File: config.mk
export PLATFORM = sky130hd
export DESIGN_NAME = nibble_bus_reader
export DESIGN_NICKNAME = d
export VERILOG_FILES = /design/src/rtl/nibble_bus_reader.sv
export SDC_FILE = /design/constraint.sdc
export NUM_CORES = 1
export LEC_CHECK = 0
export CORE_ASPECT_RATIO = 1.25
export CORE_MARGIN = 3
export CORE_UTILIZATION = 35
export CTS_CLUSTER_DIAMETER = 40
export DETAILED_ROUTE_END_ITERATION = 8
export GPL_TIMING_DRIVEN = 1
export PLACE_DENSITY = 0.59
export REMOVE_ABC_BUFFERS = 1
export SYNTH_ARGS = -nofsm -noshare
export SYNTH_HDL_FRONTEND = slang
export SYNTH_SLANG_ARGS = --single-unit
File: constraint.sdc
create_clock -name clock -period 3.94 [get_ports clock]
set_input_delay 0.985 -clock clock [delete_from_list [all_inputs] [get_ports clock]]
set_output_delay 0.985 -clock clock [all_outputs]
set_load 0.005 [all_outputs]
File: src/rtl/nibble_bus_reader.sv
// Nibble bus receiver: waits SETTLE cycles after a load request, samples the
// 4-bit bus, and queues the nibble in a DEPTH-entry FIFO drained via valid/pop.
module nibble_bus_reader #(
    parameter int DEPTH  = 4,
    parameter int SETTLE = 1
) (
    input  logic                         clock,
    input  logic                         reset,
    input  logic                         load,
    input  logic [3:0]                   bus_in,
    input  logic                         pop,
    output logic [3:0]                   out,
    output logic                         valid,
    output logic                         full,
    output logic [$clog2(DEPTH+1)-1:0]   count,
    output logic                         busy,
    output logic                         overflow
);
    localparam int PW = $clog2(DEPTH);
    localparam int CW = $clog2(DEPTH + 1);

    typedef enum logic [1:0] {S_IDLE, S_SETTLE, S_CAPTURE} state_t;

    state_t          state_q, state_d;
    logic [3:0]      timer_q, timer_d;
    logic [PW-1:0]   rd_ptr_q, rd_ptr_d, wr_ptr_q, wr_ptr_d;
    logic [CW-1:0]   count_q, count_d;
    logic            overflow_q, overflow_d;
    logic [3:0]      out_q, out_d;
    logic [3:0]      mem_q [DEPTH];

    logic push, push_ok, pop_ok;

    always_ff @(posedge clock) begin
        if (reset) begin
            state_q    <= S_IDLE;
            timer_q    <= 4'd0;
            rd_ptr_q   <= '0;
            wr_ptr_q   <= '0;
            count_q    <= '0;
            overflow_q <= 1'b0;
            out_q      <= 4'd0;
        end else begin
            state_q    <= state_d;
            timer_q    <= timer_d;
            rd_ptr_q   <= rd_ptr_d;
            wr_ptr_q   <= wr_ptr_d;
            count_q    <= count_d;
            overflow_q <= overflow_d;
            out_q      <= out_d;
        end
    end

    // Storage is not reset; a capture aborted by reset must not write.
    always_ff @(posedge clock) begin
        if (!reset && push_ok)
            mem_q[wr_ptr_q] <= bus_in;
    end

    always_comb begin
        state_d = state_q;
        timer_d = timer_q;
        case (state_q)
            S_IDLE: begin
                if (load) begin
                    if (SETTLE > 0) begin
                        state_d = S_SETTLE;
                        timer_d = 4'(SETTLE);
                    end else begin
                        state_d = S_CAPTURE;
                    end
                end
            end
            S_SETTLE: begin
                if (timer_q <= 4'd1) begin
                    state_d = S_CAPTURE;
                    timer_d = 4'd0;
                end else begin
                    timer_d = timer_q - 4'd1;
                end
            end
            S_CAPTURE: state_d = S_IDLE;
            default:   state_d = S_IDLE;
        endcase
    end

    always_comb begin
        push       = (state_q == S_CAPTURE);
        pop_ok     = pop && (count_q != '0);
        // A pop on the same edge frees the slot, so a push into a full FIFO still lands.
        push_ok    = push && ((count_q != CW'(DEPTH)) || pop_ok);
        wr_ptr_d   = push_ok ? wr_ptr_q + PW'(1) : wr_ptr_q;
        rd_ptr_d   = pop_ok  ? rd_ptr_q + PW'(1) : rd_ptr_q;
        count_d    = count_q;
        if (push_ok && !pop_ok)
            count_d = count_q + CW'(1);
        else if (pop_ok && !push_ok)
            count_d = count_q - CW'(1);
        overflow_d = overflow_q | (push && !push_ok);
        // Registered head: bypass bus_in when the new entry becomes the head.
        if (count_d == '0)
            out_d = 4'd0;
        else if (push_ok && (wr_ptr_q == rd_ptr_d))
            out_d = bus_in;
        else
            out_d = mem_q[rd_ptr_d];
    end

    always_comb begin
        out      = out_q;
        valid    = (count_q != '0);
        full     = (count_q == CW'(DEPTH));
        count    = count_q;
        busy     = (state_q != S_IDLE);
        overflow = overflow_q;
    end
endmodule

* Word-level counts from Yosys, hierarchy flattened
Memories as Yosys holds them, arrays and structs flattened. A register that Yosys moved wholly into a read port is not among the register bits.
Index checks and enable logic that the tools add are counted.
** Word-level totals
- Register bits :: 14
- Bits in latches :: 0
- Memory bits (writable) :: 16
- ROM bits :: 0
- Input port bits :: 8
- Output and inout bits :: 11
- Logic and storage cells :: 49
- Memories :: 1
** Operators by class
- Add/subtract/negate cells :: 5
- Multipliers :: 0
- Div/mod/pow operators :: 0
- Magnitude comparators :: 1
- Equality and inequality tests :: 6
- Shifts and indexed selects :: 0
- Multiplexer cells :: 11
- Bitwise logic cells :: 1
- Reduce and logical (&&, ||, !) cells :: 18
** Memory list
- mem_q :: words 4, bits a word 4, read ports 1, clocked after Yosys merged registers in 1, write ports 1, RTL line 30 : logic [3:0] mem_q [DEPTH];
** Operators by type and width (number)
- $mux W4 :: 2
- $pmux W4 S2 :: 1
- $logic_and A1 B1 Y1 :: 6
- $mux W2 :: 3
- $mux W3 :: 2
- $add A2 B1 Y2 const B :: 2
- $le A4 B1 Y1 const B :: 1
- $ne A2 B2 Y1 const B :: 2
- $pmux W2 S2 :: 1
- $reduce_and A2 Y1 :: 2
- $reduce_bool A2 Y1 :: 2
- $sub A4 B1 Y4 const B :: 1
- $add A3 B1 Y3 const B :: 1
- $eq A3 B3 Y1 const B :: 1
- $logic_not A1 Y1 :: 3
- $logic_not A3 Y1 :: 1
- $ne A3 B3 Y1 const B :: 1
- $reduce_bool A3 Y1 :: 1
- $sub A3 B1 Y3 const B :: 1
- $eq A2 B1 Y1 const B :: 1
- $eq A2 B2 Y1 const B :: 1
- $logic_not A2 Y1 :: 1
- $mux W1 :: 2
- $reduce_or A2 Y1 :: 1
- 2 further kinds :: 2

* Longest topological paths before layout
Gate-level depths: netlist (run 1).
- Depth in word-level cells :: 10
- Gate-level depth with buffers :: 11
- Gate-level depth less buffers :: 9

* Worst setup path before layout (run 1)
Ideal clock, no wire load.
- Kind :: input-to-reg
- Start point :: input port pop
- End point :: register out_q[0], in the netlist out[0] (read register of mem_q)
- Setup time :: 114 ps
- Arrival time :: 2045 ps
- Required time :: 3826 ps
- Setup slack :: 1781 ps
- Stages :: 6
- Buffers on the path :: 0
- Cells stage by stage :: inv_2 > nor3_1 > o211ai_2 > a311oi_4 > mux2i_1 > nor2_1
** Between the ends
- Longest elaborated chain between the ends :: 9
- Elaborated cells on any way between the ends :: 12
- Classes of those cells :: 3 x mux; 9 x reduce/logical
** Ends and longest elaborated chain
- start: declaration :: RTL line 11 : input logic pop,
- $logic_and A1 B1 Y1 (*) :: RTL line 89 : pop_ok = pop && (count_q != '0);
- $logic_or A1 B1 Y1 :: RTL line 91 : push_ok = push && ((count_q != CW'(DEPTH)) || pop_ok);
- $logic_and A1 B1 Y1 :: RTL line 91
- $logic_not A1 Y1 :: RTL line 97 : else if (pop_ok && !push_ok)
- $logic_and A1 B1 Y1 :: RTL line 97
- $mux W3 :: RTL line 97
- $mux W3 :: RTL line 95 : if (push_ok && !pop_ok)
- $logic_not A3 Y1 :: RTL line 101 : if (count_d == '0)
- $reduce_or A2 Y1 (no line)
- end: declaration :: RTL line 29 : logic [3:0] out_q, out_d;
Mark *: on every way between the ends. The rest lies on a longest branch, timed or not.
A chain may end at the register's enable or synchronous reset.

* Worst setup path in the final report (run 1)
- Start point :: register count_q[0], in the netlist count[0]
- End point :: output port valid
** Between the ends
- Longest elaborated chain between the ends :: 1
** Ends and longest elaborated chain
- start: declaration :: RTL line 27 : logic [CW-1:0] count_q, count_d;
- start signal: assignment :: RTL line 48 : count_q <= count_d;
- $reduce_bool A3 Y1 :: RTL line 111 : valid = (count_q != '0);
- end: declaration :: RTL line 13 : output logic valid,
Every way passes these cells.

==> parameters.txt, run 1 <==
Parameter                              Value

Die
  Die outline height ... 87.82 µm
  Width of the chip ... 71.46 µm
  Area of the placeable core ... 0.005116 mm²
  Effective utilization at floorplan ... 36.63%
  Standard-cell row count ... 29
  Total die area ... 0.006275 mm²
  I/O pin count ... 19

Critical path
  Worst setup startpoint ... count[0]
  Worst reg2reg path startpoint ... count[0]
  Startpoint kind of the worst setup timing path ... flop
  Worst R2R Path Depth ... 9
  Crit path buf inv count ... 3
  Top Family by Delay on Critical Path ... buffers and inverters
  Data arrival time of the critical path ... 2.06 ns
  Ordered list of cells on the worst path ... inv_1, ha_1, nor2b_4, inv_2, clkdlybuf4s50_1
  Kind of critical path ... reg -> out
  Worst reg-to-reg setup slack ... 1.77 ns
  Worst R2R End ... out[3]
  Critical Path End Type ... primary output
  Peak per-stage delay on the critical path ... 0.57 ns
  Critical-path cell with the highest stage delay ... sky130_fd_sc_hd__clkdlybuf4s50_1
  Critical path fanouts, max ... 20
  Count of cell instances traversed by the critical path ... 5
  Required time at the worst-slack endpoint ... 2.95 ns
  End of the critical path ... valid

Synthesis
  Portion of netlist area occupied by mux cells ... 2.670%
  Synthesized-area fraction occupied by and/or/nand/nor cells ... 19.76%
  Number of register bits inferred by synthesis ... 34
  Post-synthesis share of cell area spent on full adders, half adders and majority gates ... 6.008%
  Share of the synthesized area in the top cell type ... 25.63%
  Number of instances in the synthesized netlist ... 189
  Most used DFF post-synth ... sky130_fd_sc_hd__dfxtp_1
  Unique cell type count in the Yosys netlist ... 41
  Mean post-synth cell area ... 9.917 µm²
  Post-synthesis compound-gate area fraction ... 18.89%
  Number of enable flip-flop cells after synthesis ... 16
  FFs w/ async S/R, synth ... 0%
  Xor-xnor portion of the synthesized cell area ... 2.336%
  Yosys warnings ... 0
  Sequential fraction of the synthesis area ... 44.86%
  Top cell type by total area after synthesis ... sky130_fd_sc_hd__edfxtp_1
  Netlist area before placement ... 0.001874 mm²
  Largest family of logic cells by synthesized area ... simple AND/OR/NAND/NOR gates
  Cell types with the largest area share after synthesis ... sky130_fd_sc_hd__edfxtp_1 (26%), sky130_fd_sc_hd__dfxtp_1 (19%), sky130_fd_sc_hd__ha_1 (6.0%)

Run status
  Outcome ... completed

Final layout
  Nets ... 224
  Filler cells ... 511
  Antenna Cells ... 0
  Post-synthesis to final-layout area growth ... 17.96%
  Ratio of cells with drive above 1 in the final layout ... 9.615%

STA
  Worst-margin pin slew ... 0.6442 ns
  Setup Total Neg Slack ... 0 ns
  Final setup violating endpoints ... 0
  Setup WS post-layout ... 0.8929 ns
  Hold violation total from the final report ... 0
  Max Slew Vio Count ... 0
  Rel. slew slack ... 56.99%
  Final period utilization ... 77.34%
  Max Freq ... 0.3282 GHz
  Final critical-path required period ... 3.047 ns
  Setup repair after global routing missed its margin ... no
  Worst Clk Skew ... 0.004933 ns

Placement
  Worst slack, placed ... 0.8976 ns
  Gpl congestion ... 0.7913
  Port-buffer cells ... 18
  HPWL after detailed placement ... 2747 µm

Global routing
  Global route overflow ... 0
  Pin count of the biggest net entering global routing ... 21
  Gr usage total ... 12.64%
  Via count of the first global-routing pass ... 1,354
  Global-route wire length before repair ... 6196 µm
  Number of antenna violations at the first check in global routing ... 0

Drt
  ANT nets after route ... 0
  Detailed Route Iter0 Violations ... 157
  Total wire length after detailed routing ... 3728 µm
  Average wire per cell in the routed design ... 13.81 µm
  Number of vias in the routed layout ... 1,420
  DRC Markers ... 0
  DR vias/cell ... 5.259
  Number of optimization iterations in the first detailed-route pass ... 4

Hold path
  Type of the most critical hold path ... reg -> reg

Power and ir drop
  Max VDD drop ... 0.0002225 V
  Power density over cell area ... 564.9 mW/mm²
  Leak Pwr ... 0.7966 nW
  Total power consumption of the routed design ... 1.249 mW

Clock network
  Later-pin clock latency in the skew report ... 0.29 ns
  Clock transition at the registers of the reported paths ... 0.07 ns
  Number of hold buffers added after CTS ... 0
  Buffer cell driving the clock tree root ... sky130_fd_sc_hd__clkbuf_8
  Number of buffers inserted to repair setup after CTS ... 0
  TritonCTS clock tree ... built
  Number of CTS-inserted buffers ... 5
  Number of resized instances in the post-cts repair step ... 0
  CTS H-Tree Depth ... 2
  Maximum clock path buffer count ... 2
  Sinks on Clock Net ... 34

Flow run
  Max-cap violation count ... 0
==> layout by cell type, fill, tap and decap left out, types with 5 or more instances in the layout <==
cell type and count:
sky130_fd_sc_hd__nand2_1 10, sky130_fd_sc_hd__inv_1 11, sky130_fd_sc_hd__a311oi_1 5, sky130_fd_sc_hd__nand3_1 7, sky130_fd_sc_hd__ha_1 9, sky130_fd_sc_hd__and3_1 8
sky130_fd_sc_hd__clkbuf_8 5, sky130_fd_sc_hd__dfxtp_1 18, sky130_fd_sc_hd__a21oi_1 8, sky130_fd_sc_hd__nor2_1 21, sky130_fd_sc_hd__mux2i_1 5, sky130_fd_sc_hd__a211oi_1 13
sky130_fd_sc_hd__clkdlybuf4s50_1 18, sky130_fd_sc_hd__nand2b_1 7, sky130_fd_sc_hd__edfxtp_1 16
==> cell usage after synthesis, types with 4 or more instances <==
cell type,instances
sky130_fd_sc_hd__and2_1,4
sky130_fd_sc_hd__ha_1,9
sky130_fd_sc_hd__a21oi_1,8
sky130_fd_sc_hd__edfxtp_1,16
sky130_fd_sc_hd__nand2b_1,7
sky130_fd_sc_hd__o22a_1,4
sky130_fd_sc_hd__nor2_1,21
sky130_fd_sc_hd__a211oi_1,13
sky130_fd_sc_hd__nand3_1,7
sky130_fd_sc_hd__nand2_1,10
sky130_fd_sc_hd__mux2i_1,5
sky130_fd_sc_hd__buf_2,4
sky130_fd_sc_hd__and3_1,8
sky130_fd_sc_hd__a311oi_1,5
sky130_fd_sc_hd__xnor2_1,4
sky130_fd_sc_hd__inv_1,11
sky130_fd_sc_hd__dfxtp_1,18
==> worst min-delay path: cells and delay by family, from the launching register on <==
kind               cells  cell delay [ns]
DFF                    1             0.34
AOI/OAI and AO/OA      1             0.05
and+or+nand+nor        1             0.07
==> power breakdown <==
| part | switching, mW | leakage [nW] | internal (mW) | total [mW] |
|---|---|---|---|---|
| Sequential | 0.0460 | 0.291 | 0.404 | 0.450 |
| Clock | 0.128 | 0.0514 | 0.189 | 0.317 |
| Combinational | 0.251 | 0.454 | 0.231 | 0.482 |
| Total | 0.426 | 0.797 | 0.823 | 1.25 |
==> final cells by class <==
cell class              instances  area, µm²  area share [%]
repair buffers                 21      202.7           9.168
multi-input cells             132      930.9           42.11
inverters                      13      48.80           2.207
clock inverters                 2      37.54           1.698
flip-flops and latches         34      840.8           38.03
well taps                      62      77.57           3.509
clock buffers                   6      72.57           3.282
==> cell families after synthesis <==
kind of cell | after synthesis
buffers and inverters | 23
AND/OR/NAND/NOR | 67
adder cells (fa/ha/maj) | 9
flip-flops | 34
multiplexers | 5
AO/OA/AOI/OAI | 46
XOR/XNOR | 5
==> metal layers <==
metal	up-vias	wire length, µm	GRT usage, %
li1	717	-	-
met2	25	1855	21.66
met1	674	1680	14.91
met5	-	0	0
met4	0	48	5.128
met3	4	143	3.444
==> worst min-delay path by stage <==
stage	start	cells after the start	end
after floorplan	overflow	2	overflow
after global placement	overflow	2	overflow
after detailed placement	overflow	2	overflow
after CTS	overflow	2	overflow
after global routing	overflow	2	overflow
final	overflow	2	overflow
==> stage by stage <==
stage                     utilization (%)  cells  area (µm²)  hold slack [ns]
final                               43.21    270        2211           0.5019
after global routing                43.21    270        2211           0.5267
after CTS                           43.21    270        2211           0.5050
after detailed placement            41.06    262        2101           0.4762
after global placement              41.06    262        2101           0.4796
after floorplan                         -    179        1821           0.4605
==> state kept, by name, indices dropped and copies added (netlist names) <==
name and cells:
mem_q 16, rd_ptr_q 2, count 3, state_q 2, out 4, wr_ptr_q 2, timer_q 4, overflow 1
Note: power is estimated with default switching activity, not from simulation.
==> inputs of run 2 (changes only) <==
- clock period: 3.94 -> 2.9 ns (I/O delays scaled with it)
==> run 2 against run 1 <==
  * Utilization decreased by 0.29 points
  * Cell count rose by 0.74%
  * Highest routed layer unchanged
  * Clock skew grew 0.0039 ns
  * Global-route usage is 0.54 points higher
  * Critical endpoint unchanged
  * Clock power rose by 2%
  * Combinational power up 41%
==> parameters.txt, run 2 (synthesized netlist as in run 1, its figures left out) <==
Parameter                              Value

Die
  Width of the chip ... 71.46 µm
  Area of the placeable core ... 0.005116 mm²
  Total die area ... 0.006275 mm²
  Effective utilization at floorplan ... 36.63%
  Standard-cell row count ... 29
  I/O pin count ... 19
  Die outline height ... 87.82 µm

STA
  Final period utilization ... 85.72%
  Rel. slew slack ... 56.31%
  Final critical-path required period ... 2.486 ns
  Setup Total Neg Slack ... 0 ns
  Hold violation total from the final report ... 0
  Final setup violating endpoints ... 0
  Max Freq ... 0.4023 GHz
  Setup repair after global routing missed its margin ... no
  Max Slew Vio Count ... 0
  WHS ... 0.4791 ns
  Setup WS post-layout ... 0.4141 ns
  Worst Clk Skew ... 0.008838 ns
  Worst-margin pin slew ... 0.6545 ns

Clock network
  Sinks on Clock Net ... 34
  Number of buffers inserted to repair setup after CTS ... 0
  Number of CTS-inserted buffers ... 5
  Clock transition at the registers of the reported paths ... 0.07 ns
  Maximum clock path buffer count ... 2
  Number of hold buffers added after CTS ... 0
  Buffer cell driving the clock tree root ... sky130_fd_sc_hd__clkbuf_8
  TritonCTS clock tree ... built
  Number of resized instances in the post-cts repair step ... 0
  Later-pin clock latency in the skew report ... 0.28 ns
  CTS H-Tree Depth ... 2

Final layout
  Post-synthesis to final-layout area growth ... 17.16%
  Filler cells ... 498
  Cell area after layout ... 0.002196 mm²
  Final standard cell utilization of the core ... 42.92%
  Filler-free cell count of the finished design ... 272
  Nets ... 226
  Ratio of cells with drive above 1 in the final layout ... 9.524%
  Most common cell after layout, fill and taps aside ... sky130_fd_sc_hd__nor2_1
  Flip-flop count of the largest register after layout ... 16
  Top library cells by usage in the layout, fill and taps aside ... sky130_fd_sc_hd__nor2_1 (21), sky130_fd_sc_hd__dfxtp_1 (18), sky130_fd_sc_hd__clkdlybuf4s50_1 (18), sky130_fd_sc_hd__edfxtp_1 (16), sky130_fd_sc_hd__a211oi_1 (13)
  Antenna Cells ... 0
  Largest register by flop count ... mem_q

Power and ir drop
  Total power consumption of the routed design ... 1.613 mW
  Leak Pwr ... 0.7950 nW
  Power density over cell area ... 734.4 mW/mm²
  Max VDD drop ... 0.0002329 V

Global routing
  Via count of the first global-routing pass ... 1,320
  Pin count of the biggest net entering global routing ... 21
  Number of antenna violations at the first check in global routing ... 0
  Global route overflow ... 0
  Gr usage total ... 13.18%
  Global-route wire length before repair ... 6437 µm

Placement
  Post-Place Cell Area ... 0.002116 mm²
  HPWL after detailed placement ... 2897 µm
  Worst slack, placed ... 0.3423 ns
  Port-buffer cells ... 18
  DP Cell Count ... 264
  Gpl congestion ... 0.7857

Drt
  DR vias/cell ... 5.162
  Total wire length after detailed routing ... 3824 µm
  DRC Markers ... 0
  Detailed Route Iter0 Violations ... 143
  Number of optimization iterations in the first detailed-route pass ... 5
  Number of vias in the routed layout ... 1,404
  Average wire per cell in the routed design ... 14.06 µm
  ANT nets after route ... 0

Hold path
  Type of the most critical hold path ... reg -> reg
  Min-Delay Path Depth ... 2
  Hold path startpoint ... overflow
  Hold Path End ... overflow

Run status
  Outcome ... completed

Critical path
  Worst R2R End ... out[2]
  Kind of critical path ... reg -> out
  Critical Path End Type ... primary output
  Worst reg2reg path startpoint ... count[0]
  Worst setup startpoint ... count[0]
  Required time at the worst-slack endpoint ... 2.17 ns
  Worst R2R Path Depth ... 10
  Critical path fanouts, max ... 5
  Worst reg-to-reg setup slack ... 0.64 ns
  Data arrival time of the critical path ... 1.76 ns
  Startpoint kind of the worst setup timing path ... flop

Flow run
  Max-cap violation count ... 0
run 2: report_power, final:
part,switching [mW],internal [mW]
combinational,0.351,0.329
clock,0.162,0.160
sequential,0.0618,0.549
run 2: area by class of cell:
class / count / area (µm²) / share of cell area [%]
clock inverter: 3 / 11.26 / 0.5128
tap: 62 / 77.57 / 3.533
inverter: 13 / 48.80 / 2.222
multi-input combinational: 132 / 930.9 / 42.39
sequential: 34 / 840.8 / 38.29
timing repair buffer: 23 / 217.7 / 9.915
clock buffer: 5 / 68.82 / 3.134
run 2: worst max path at each step:
stage / depth (start not counted) / slack (ns) / to
2_1_floorplan: 8 / 0.65 / out[0]
6_report: 5 / 0.41 / valid
4_1_cts: 5 / 0.39 / valid
3_5_place_dp: 7 / 0.34 / out[2]
5_1_grt: 5 / 0.31 / valid
3_3_place_gp: 7 / 0.36 / out[3]
run 2: worst max-delay path, cell delays in order, from the launching register on:
cell,delay [ns]
sky130_fd_sc_hd__dfxtp_1,0.42
sky130_fd_sc_hd__inv_1,0.11
sky130_fd_sc_hd__ha_1,0.23
sky130_fd_sc_hd__nor2b_4,0.14
sky130_fd_sc_hd__inv_2,0.08
sky130_fd_sc_hd__clkdlybuf4s50_1,0.50
run 2: per-layer routing:
metal | vias up | wire length [µm] | track usage (%)
li1 | 720 | - | -
met1 | 653 | 1733 | 15.90
met2 | 21 | 1856 | 21.49
met3 | 10 | 103 | 2.985
met4 | 0 | 131 | 7.692
met5 | - | 0 | 0
==> inputs of run 3 (changes only) <==
- ABC_CLOCK_PERIOD_IN_PS: unset -> 2900
==> results of run 3 <==
The final DEF is identical to that of run 2; final timing and power are the same.
